$ cat config.mk
export PLATFORM = sky130hd
export DESIGN_NAME = pixel_stream_fifo
export DESIGN_NICKNAME = d
export VERILOG_FILES = /design/src/rtl/pixel_stream_fifo.sv
export SDC_FILE = /design/constraint.sdc
export NUM_CORES = 1
export LEC_CHECK = 0
export CORE_UTILIZATION = 65
export DETAILED_ROUTE_END_ITERATION = 6
export PLACE_DENSITY = 0.84
export SYNTH_ARGS = -nofsm -noshare
export SYNTH_HDL_FRONTEND = slang
export SYNTH_SLANG_ARGS = --single-unit
$ cat constraint.sdc
create_clock -name clk -period 6.8 [get_ports clk]
set_clock_uncertainty 0.05 [all_clocks]
set_input_delay 1.36 -clock clk [delete_from_list [all_inputs] [get_ports clk]]
set_output_delay 1.36 -clock clk [all_outputs]
set_load 0.05 [all_outputs]
$ cat src/rtl/pixel_stream_fifo.sv
// Elastic pixel buffer between the colour LUT and the AXI-Stream packer.
// Registered first-word-fall-through head, sof/eol sideband, sticky frame-geometry error flags.
module pixel_stream_fifo #(
    parameter int DEPTH  = 16,
    parameter int DATA_W = 24,
    parameter int X_SIZE = 640,
    parameter int Y_SIZE = 480
) (
    input  logic                     clk,
    input  logic                     rst,
    input  logic                     in_valid,
    output logic                     in_ready,
    input  logic [DATA_W-1:0]        in_data,
    input  logic                     in_sof,
    input  logic                     in_eol,
    output logic                     out_valid,
    input  logic                     out_ready,
    output logic [DATA_W-1:0]        out_data,
    output logic                     out_sof,
    output logic                     out_eol,
    output logic [$clog2(DEPTH):0]   level,
    output logic                     err_line,
    output logic                     err_frame,
    input  logic                     err_clr
);

    localparam int AW = $clog2(DEPTH);
    localparam int EW = DATA_W + 2;
    localparam int XW = (X_SIZE > 1) ? $clog2(X_SIZE) : 1;
    localparam int YW = (Y_SIZE > 1) ? $clog2(Y_SIZE) : 1;

    logic [EW-1:0] mem_q [DEPTH];
    logic [AW:0]   wptr_q, wptr_d, rptr_q, rptr_d;
    logic [AW:0]   level_q, level_d;
    logic [EW-1:0] head_q, head_d;
    logic          out_valid_q, out_valid_d;
    logic          in_ready_q, in_ready_d;
    logic [XW-1:0] x_q, x_d;
    logic [YW-1:0] y_q, y_d;
    logic          err_line_q, err_line_d;
    logic          err_frame_q, err_frame_d;

    logic push, pop, head_load, arr_empty, to_array, x_last, y_last;

    assign push      = in_valid & in_ready_q;
    assign pop       = out_valid_q & out_ready;
    assign head_load = !out_valid_q | out_ready;
    assign arr_empty = (wptr_q == rptr_q);
    // A write that finds both the array and the head free goes straight into the head.
    assign to_array  = push & !(head_load & arr_empty);
    assign x_last    = (x_q == XW'(X_SIZE - 1));
    assign y_last    = (y_q == YW'(Y_SIZE - 1));

    always_comb begin
        wptr_d      = wptr_q;
        rptr_d      = rptr_q;
        head_d      = head_q;
        out_valid_d = out_valid_q;
        if (to_array) begin
            wptr_d = wptr_q + (AW+1)'(1);
        end
        if (head_load) begin
            if (!arr_empty) begin
                head_d      = mem_q[rptr_q[AW-1:0]];
                rptr_d      = rptr_q + (AW+1)'(1);
                out_valid_d = 1'b1;
            end else if (push) begin
                head_d      = {in_sof, in_eol, in_data};
                out_valid_d = 1'b1;
            end else begin
                out_valid_d = 1'b0;
            end
        end
        level_d    = level_q + (AW+1)'(push) - (AW+1)'(pop);
        in_ready_d = (level_d != (AW+1)'(DEPTH));
    end

    always_comb begin
        x_d         = x_q;
        y_d         = y_q;
        err_line_d  = err_clr ? 1'b0 : err_line_q;
        err_frame_d = err_clr ? 1'b0 : err_frame_q;
        if (push) begin
            if (in_eol != x_last) begin
                err_line_d = 1'b1;
            end
            if (in_sof != ((x_q == '0) && (y_q == '0))) begin
                err_frame_d = 1'b1;
            end
            // sof resynchronises the checker so the following pixel is x=1 of line 0.
            if (in_sof) begin
                x_d = XW'(1);
                y_d = '0;
            end else if (x_last) begin
                x_d = '0;
                y_d = y_last ? '0 : y_q + YW'(1);
            end else begin
                x_d = x_q + XW'(1);
            end
        end
    end

    always_ff @(posedge clk) begin
        if (to_array) begin
            mem_q[wptr_q[AW-1:0]] <= {in_sof, in_eol, in_data};
        end
    end

    always_ff @(posedge clk or posedge rst) begin
        if (rst) begin
            wptr_q      <= '0;
            rptr_q      <= '0;
            level_q     <= '0;
            head_q      <= '0;
            out_valid_q <= 1'b0;
            in_ready_q  <= 1'b1;
            x_q         <= '0;
            y_q         <= '0;
            err_line_q  <= 1'b0;
            err_frame_q <= 1'b0;
        end else begin
            wptr_q      <= wptr_d;
            rptr_q      <= rptr_d;
            level_q     <= level_d;
            head_q      <= head_d;
            out_valid_q <= out_valid_d;
            in_ready_q  <= in_ready_d;
            x_q         <= x_d;
            y_q         <= y_d;
            err_line_q  <= err_line_d;
            err_frame_q <= err_frame_d;
        end
    end

    assign in_ready  = in_ready_q;
    assign out_valid = out_valid_q;
    assign out_sof   = head_q[EW-1];
    assign out_eol   = head_q[EW-2];
    assign out_data  = head_q[DATA_W-1:0];
    assign level     = level_q;
    assign err_line  = err_line_q;
    assign err_frame = err_frame_q;

endmodule

Yosys cells after proc, flatten, opt, wreduce, memory -nomap -nowiden --
Memories as Yosys holds them, arrays and structs flattened. Cells that the tools add are included.
Cells by class: mux-type cells 17, reduce and logical (&&, ||, !) cells 9, add/sub/neg operators 6, bitwise logic cells 6, equal/unequal tests 7
Operators by type and width (number):
- $mux 26 | 2
- $mux 9 | 3
- $mux 10 | 2
- $add 10x1->10 const B | 1
- $add 5x1->5 const B | 2
- $eq 10x10->1 const B | 1
- $logic_not 10->1 | 1
- $mux 1 | 10
- $add 9x1->9 const B | 1
- $eq 9x9->1 const B | 1
- $logic_not 9->1 | 1
- $reduce_and 2->1 | 3
- $add 5x1->5 | 1
- $eq 5x5->1 | 1
- $ne 5x5->1 const B | 1
- $sub 5x1->5 | 1
- $and 1x1->1 | 4
- $logic_not 1->1 | 2
- $ne 1x1->1 | 2
- $ne 2x2->1 const B | 1
- $reduce_bool 2->1 | 1
- $logic_and 1x1->1 | 1
- $not 1->1 | 1
- $or 1x1->1 | 1
Word-level totals: register bits after elaboration 64, bits in writable memories 416, input port bits 31, memories kept 1, logic and storage cells 56, output and inout port bits 35
Memory list:
- mem_q | words 16, width 26, rd ports 1, clocked after Yosys merged registers in 0, wr ports 1, line 32 | logic [EW-1:0] mem_q [DEPTH];

Logic depth before layout (Yosys ltp) --
Gate-level depths: netlist of run 1.
depth after elaboration 7, gate-level depth with buffers 12, gate-level depth less buffers 10

Worst setup path after synthesis of run 1 --
OpenSTA, ideal clock, no wires.
kind input to register, from input in_valid, to register in_ready_q (netlist: in_ready), data required time 6667 ps, setup time 83 ps, buffers on the path 2, stages 12, path slack 3261 ps, data arrival time 3406 ps, path through and2_1 -> buf_2 -> inv_1 -> clkbuf_1 -> ha_1 -> inv_1 -> ha_1 -> fa_1 -> a21o_1 -> a21oi_1 -> xnor2_1 -> nand2_1
On the way: longest elaborated chain between the ends 4
Ends and longest elaborated chain:
- start, declared | line 11 | input logic in_valid,
- $and 1x1->1 | line 45 | assign push = in_valid & in_ready_q;
- $add 5x1->5 | line 74 | level_d = level_q + (AW+1)'(push) - (AW+1)'(pop);
- $sub 5x1->5 | line 74
- named net level_d[4] | line 34 | logic [AW:0] level_q, level_d;
- $ne 5x5->1 | line 75 | in_ready_d = (level_d != (AW+1)'(DEPTH));
- named net in_ready_d | line 37 | logic in_ready_q, in_ready_d;
- end signal, assigned | line 127 | in_ready_q <= in_ready_d;
- end, declared | line 37
The timed path passes the listed nets, and every way through them passes these cells. A chain may end at the register's enable or synchronous reset.

Final worst setup path of run 1 --
from input in_valid, to memory mem_q[5][14] in the netlist's numbering, enable pin
On the way: longest elaborated chain between the ends 4
Ends and longest elaborated chain:
- $and 1x1->1 | line 45
- $and 1x1->1 | line 50 | assign to_array = push & !(head_load & arr_empty);
- $mux 1 | line 104 | if (to_array) begin
- $mux 1 (implied by the code) | line 105 | mem_q[wptr_q[AW-1:0]] <= {in_sof, in_eol, in_data};
- end, declared | line 32
Every way passes these cells.

==> results of run 1 <==
## worst reg2reg max path: cells and delay by family, from the launching register on
kind             cells  cell delay, ps
AO/OA/AOI/OAI        1             890
XOR/XNOR             1             220
flip-flops           1             960
AND/OR/NAND/NOR      3            1480
## cell families (layout without fill, tap and decap cells)
kind of cell / after synthesis / after routing / synth area share, %
adders and majority gates: 15 / 15 / 1.015
AOI/OAI and AO/OA: 194 / 194 / 6.640
DFF: 480 / 480 / 73.26
xor gates and xnor gates: 24 / 24 / 1.093
and+or+nand+nor: 181 / 181 / 5.645
muxes: 157 / 157 / 10.04
buffers and inverters: 86 / 184 / 2.309
## final cells by class
class | instances | share of cell area [%]
clock buffers | 65 | 6.130
multi-input cells | 571 | 21.83
well taps | 384 | 2.221
clock inverters | 19 | 0.6650
repair buffers | 83 | 3.690
flip-flops and latches | 480 | 65.17
inverters | 17 | 0.2949
## layer usage
layer / vias to the layer above / wire length, µm / share of wire (%) / GRT usage, %
met5: - / 0 / 0 / 0
met2: 571 / 21900 / 52 / 49.27
met3: 112 / 3056 / 7.2 / 4.374
li1: 4660 / - / - / -
met1: 5402 / 15900 / 38 / 36.47
met4: 0 / 1536 / 3.6 / 11.04
## through the flow
stage                     util [%]  instances  worst slack (ps)  cell area, µm²  power, W
after global placement       69.69       1535              1842           20170  0.006931
after detailed placement     69.69       1535              1666           20170  0.007005
final                        74.77       1619              2156           21640  0.009500
after CTS                    74.77       1619              2198           21640  0.009512
after floorplan                  -       1137              3261           19240  0.006103
after global routing         74.77       1619              2032           21640  0.009828
## sequential cells by signal, summed over array words and instances (netlist names)
signal / count
err_frame: 1
err_line: 1
head_q: 26
in_ready: 1
level: 5
mem_q: 416
out_valid: 1
rptr_q: 5
wptr_q: 5
x_q: 10
y_q: 9
## how the worst min path moves through the flow
stage / end / depth (start not counted) / start / slack (ps)
final: head_q[6] / 1 / head_q[6] / 430
after global routing: rptr_q[4] / 1 / rptr_q[4] / 450
after CTS: head_q[6] / 1 / head_q[6] / 440
after detailed placement: head_q[7] / 1 / head_q[7] / 420
after global placement: head_q[17] / 1 / head_q[17] / 420
after floorplan: wptr_q[4] / 1 / wptr_q[4] / 410
## synthesized netlist by cell type (3+ instances only)
cell / n
a211oi_1: 26
nor2_1: 17
a31oi_1: 4
o21ai_0: 17
a41oi_1: 3
and2_1: 13
xnor2_1: 11
ha_1: 14
buf_4: 15
mux4_2: 26
and4_1: 3
and3_1: 9
clkbuf_1: 27
inv_1: 17
nor4_1: 19
nand2_1: 18
mux2i_1: 104
nand2b_1: 3
mux2_2: 24
edfxtp_1: 416
a21oi_1: 31
buf_6: 3
buf_2: 21
nor4_2: 10
nand3_1: 12
o2bb2ai_1: 25
nor3_1: 27
mux2_1: 3
nand4_1: 9
dfrtp_1: 63
o22ai_1: 78
xor2_1: 13
nor2b_1: 28
## power by group through the flow
stage                     Clock [W]  Combinational, W  Sequential (W)
after floorplan                   0           0.00194         0.00416
after global placement            0           0.00296         0.00397
after detailed placement          0           0.00302         0.00398
after CTS                   0.00251           0.00307         0.00393
after global routing        0.00262           0.00323         0.00397
final                       0.00250           0.00307         0.00393
==> impl_results.md, run 1 <==
- Commonest register cell after synthesis: edfxtp_1
- Cell Chain, Critical Path: clkdlybuf4s50_1 -> and2_1 -> inv_1 -> a31oi_1 -> and3b_1 -> and2_1
- Cell count after synthesis: 1137
- Layout cells sized above 1: 12.87%
- HP Class: flip-flop to flip-flop
- Period utilization: 68.29%
- Total track usage: 28.45%
- Synth warn: 0
- Ant. Diodes: 0
- Final Wtd Congestion: 0.8491
- Peak supply drop: 0.3023 mV
- Max_cap viols: 0
- Clock Sinks: 480
- CTS resizes: 0
- DRC viols: 0
- Hold WS: 433.7 ps
- CTS Hold Bufs: 0
- Critical path startpoint: in_valid
- Post-synthesis sequential element count: 480
- Final #Nets: 1245
- Pins Over Slew Limit: 0
- CTS Buffer Depth: 3
- Fill cell count: 1588
- CTS tree: yes
- Sequential share of power: 41.4%
- Vias/cell: 6.637
- Post-synthesis net count: 1183
- H-tree level count: 2
- Switching pwr: 0.003270 W
- Die area: 30290 µm²
- Die height: 174.0 µm
- Worst-path clk slew: 60 ps
- Setup CP Type: input pin to flip-flop
- Commonest non-fill, non-tap cell in the layout: edfxtp_1
- Reg-to-reg startpoint: rptr_q[1]
- Outcome: complete, no violations
- I/O Buffers: 65
- Setup_tns: 0 ps
- Reg2reg setup slack: 2800 ps
- Crit path buf inv count: 2
- Tmin final: 4644 ps
- Routed vias: 10750
- Post-route antenna net violation count: 0
- Post-DP HPWL: 24410 µm
- Worst setup path endpoint: mem_q[5][14]
- Syn avg cell area: 16.92 µm²
- Synth area leaders: edfxtp_1, dfrtp_1, mux2i_1
- Yosys top cell area share: 64.93%
- Post-Syn Area: 19240 µm²
- Number of flops mapped to enable cells by yosys: 416
- WL per Instance: 26.19 µm
- Final Setup Violations: 0
- Post-CTS setup buffers: 0
- Dominant cell type by area after synthesis: edfxtp_1
- Reg2reg end: mem_q[5][14]
- Worst Setup End Kind: flip-flop
- First-pass GRT wire length: 63820 µm
- Clock Latency Late Sink: 550 ps
- Initial antenna violation count: 0
- Pint: 0.006231 W
- Initial Util: 66.49%
- Pin count of the biggest net entering global routing: 137
- Yosys cell types: 53
- Max Freq: 0.2153 GHz
- Power density over the cells: 439.1 nW/µm²
- Register area: 14100 µm²
- Slowest CP cell: and2_1
- Vias in the first global route: 10730
- Required @ worst endpoint: 6900 ps
- DRT Pass-1 Iters: 6
- Ys async rst share: 13.33%
- Power share of the clock group: 26.3%
- Worst r2r path cells: 5
- Drt total wl: 42400 µm
- LEAKAGE: 7.413 nW
- Core Rows: 62
- Sw frac: 34.42%
- Gate power share: 32.3%
- Worst Tran Pin Value: 1321 ps
- Crit start category: input pin
- Clock Tree Root: clkbuf_16
- Core area: 28940 µm²
- Multi-input gate area: 4723 µm²
- CP delay by family, top: simple AND/OR/NAND/NOR gates
- Worst path max stage delay: 1030 ps
- Slew HR: 11.92%
- Most used cell along the critical path: and2_1
- Critical path fanouts, max: 26
- Top Ports: 66
- RSZ-0062 raised after global routing: no
- Die width: 174.0 µm
- Initial drt markers: 1188
- Worst Path Arrival: 4750 ps
- Sequential area share after synthesis: 73.26%
- Hold Fails Final Rpt: 0
- CTS buffer count: 46
- CP Depth: 6
- Area Growth Syn to Fin: 12.46%
- Commonest non-fill, non-tap cells in the layout: edfxtp_1, mux2i_1, o22ai_1, clkdlybuf4s50_1, dfrtp_1
- GRT overflow: 0
Note: power is estimated with default switching activity, not from simulation.
==> inputs of run 2 (changes only) <==
Settings changed: CORE_UTILIZATION 65 to 61, PLACE_DENSITY 0.84 to 0.79.
Clock period 6.8 ns to 4.8 ns, I/O delays scaled along.
==> run 2 against run 1 <==
Compared with the run above:
- the run now ends with DRC left
- flip-flop and latch count unchanged
- die area increased by 6.5%
- worst hold slack better by 7.5 ps
- wire length rose by 2.2%
- worst setup slack worse by 710 ps
- critical path type unchanged
- first-iteration DRC count down 0.51%
==> impl_results.md, run 2 (synthesis gave the netlist of run 1 again) <==
- Outcome: complete, but fails checks
- Violated checks: DRC
- Post-DP HPWL: 25470 µm
- Share of the core filled with cells: 71.47%
- Pint: 0.009141 W
- Post-Place Cell Area: 20380 µm²
- Initial Util: 62.40%
- Layout cells sized above 1: 15.37%
- Routed vias: 10860
- Setup CP Type: input pin to flip-flop
- Slowest CP cell: clkdlybuf4s50_1
- Worst Path Arrival: 3770 ps
- Required @ worst endpoint: 5220 ps
- Vias/cell: 6.551
- Post-CTS setup buffers: 0
- Final Setup Violations: 0
- Max Freq: 0.2979 GHz
- Pin count of the biggest net entering global routing: 64
- Final Wtd Congestion: 0.7948
- WL per Instance: 26.13 µm
- HP Class: flip-flop to flip-flop
- LEAKAGE: 7.617 nW
- Area Growth Syn to Fin: 14.52%
- CTS tree: yes
- Slew HR: 32.94%
- CTS Buffer Depth: 3
- Final #Nets: 1270
- Drt total wl: 43330 µm
- Die height: 179.6 µm
- Worst path max stage delay: 440 ps
- CTS resizes: 0
- Worst-path clk slew: 70 ps
- Cell area after layout: 22030 µm²
- Worst Tran Pin Value: 1006 ps
- Ant. Diodes: 0
- Pins Over Slew Limit: 0
- First-pass GRT wire length: 65930 µm
- Hold Fails Final Rpt: 0
- Vias in the first global route: 11210
- Initial drt markers: 1182
- Setup_tns: 0 ps
- RSZ-0062 raised after global routing: no
- Max_cap viols: 0
- Commonest non-fill, non-tap cell in the layout: edfxtp_1
- Clock Tree Root: clkbuf_16
- GRT overflow: 0
- I/O Buffers: 65
- Top Ports: 66
- Gate power share: 31.4%
- Largest register FFs: 416
- CTS Hold Bufs: 0
- Critical path fanouts, max: 16
- Power share of the clock group: 28.1%
- Crit start category: input pin
- CTS buffer count: 47
- Commonest non-fill, non-tap cells in the layout: edfxtp_1, mux2i_1, o22ai_1, clkdlybuf4s50_1, dfrtp_1
- Sequential share of power: 40.4%
- Core Rows: 64
- Die area: 32250 µm²
- Clock Sinks: 480
- Total track usage: 27.26%
- Cell Chain, Critical Path: clkdlybuf4s50_1 -> and2_1 -> inv_1 -> ha_1 -> inv_1 -> ha_1 -> fa_1 -> a21o_1 -> a21oi_1 -> xnor2_1 -> nand2_1
- Initial antenna violation count: 0
- Fill cell count: 1859
- Peak supply drop: 0.4732 mV
- Post-route antenna net violation count: 0
- Tmin final: 3357 ps
- Power density over the cells: 626.8 nW/µm²
- Die width: 179.6 µm
- Core area: 30830 µm²
- DRT Pass-1 Iters: 7
- Clock Latency Late Sink: 560 ps
- Switching pwr: 0.004669 W
- Worst Setup End Kind: flip-flop
- Period utilization: 69.94%
- Sw frac: 33.81%
- H-tree level count: 2
- DRC viols: 4
-- run 2: critical path, delay by kind of cell --
kind,cells,cell delay [ps]
AND/OR/NAND/NOR,2,420
AO/OA/AOI/OAI,2,380
XOR/XNOR,1,180
buffers and inverters,3,810
adder cells (fa/ha/maj),3,1020
-- run 2: per-stage QoR --
step	instances	setup WS, ps	hold WS, ps	total power [W]
floorplan	1137	1661	410.7	0.008646
global placement	1571	1013	421.6	0.009827
detailed placement	1571	912.9	422.9	0.009963
CTS	1658	1477	442.7	0.01385
global route	1658	1241	457.3	0.01433
finish	1658	1443	441.2	0.01381
-- run 2: area by class of cell --
| cell class | count | area (µm²) | area share [%] |
|---|---|---|---|
| flip-flops and latches | 480 | 14100 | 64.00 |
| multi-input cells | 571 | 4717 | 21.41 |
| clock buffers | 53 | 1240 | 5.628 |
| repair buffers | 107 | 1003 | 4.554 |
| well taps | 396 | 495.5 | 2.249 |
| clock inverters | 34 | 411.6 | 1.868 |
| inverters | 17 | 65.06 | 0.2953 |
-- run 2: power by group through the flow --
stage / registers, W / logic [W] / clock network, W
after floorplan: 0.00590 / 0.00275 / 0
after global placement: 0.00563 / 0.00419 / 0
after detailed placement: 0.00565 / 0.00431 / 0
after CTS: 0.00559 / 0.00434 / 0.00393
after global routing: 0.00563 / 0.00462 / 0.00408
final: 0.00558 / 0.00434 / 0.00388
-- run 2: path summary, 6_finish.rpt --
kind,start,endpoint,slack [ps],cells past startpoint
worst max-delay path,in_valid,in_ready,1440,11
worst min-delay path,head_q[2],head_q[2],440,1
worst max register to register,rptr_q[0],head_q[13],1480,7
worst min register to register,head_q[2],head_q[2],440,1
max in group asynchronous,rst,head_q[15],2980,3
min in group asynchronous,rst,head_q[2],810,2
-- run 2: layer usage --
| layer | share of wire, % | GRT usage (%) | wire length (µm) |
|---|---|---|---|
| met3 | 7.6 | 4.437 | 3302 |
| met1 | 40 | 36.60 | 17130 |
| met2 | 49 | 44.91 | 21360 |
| met5 | 0 | 0 | 0 |
| met4 | 3.5 | 11.41 | 1533 |
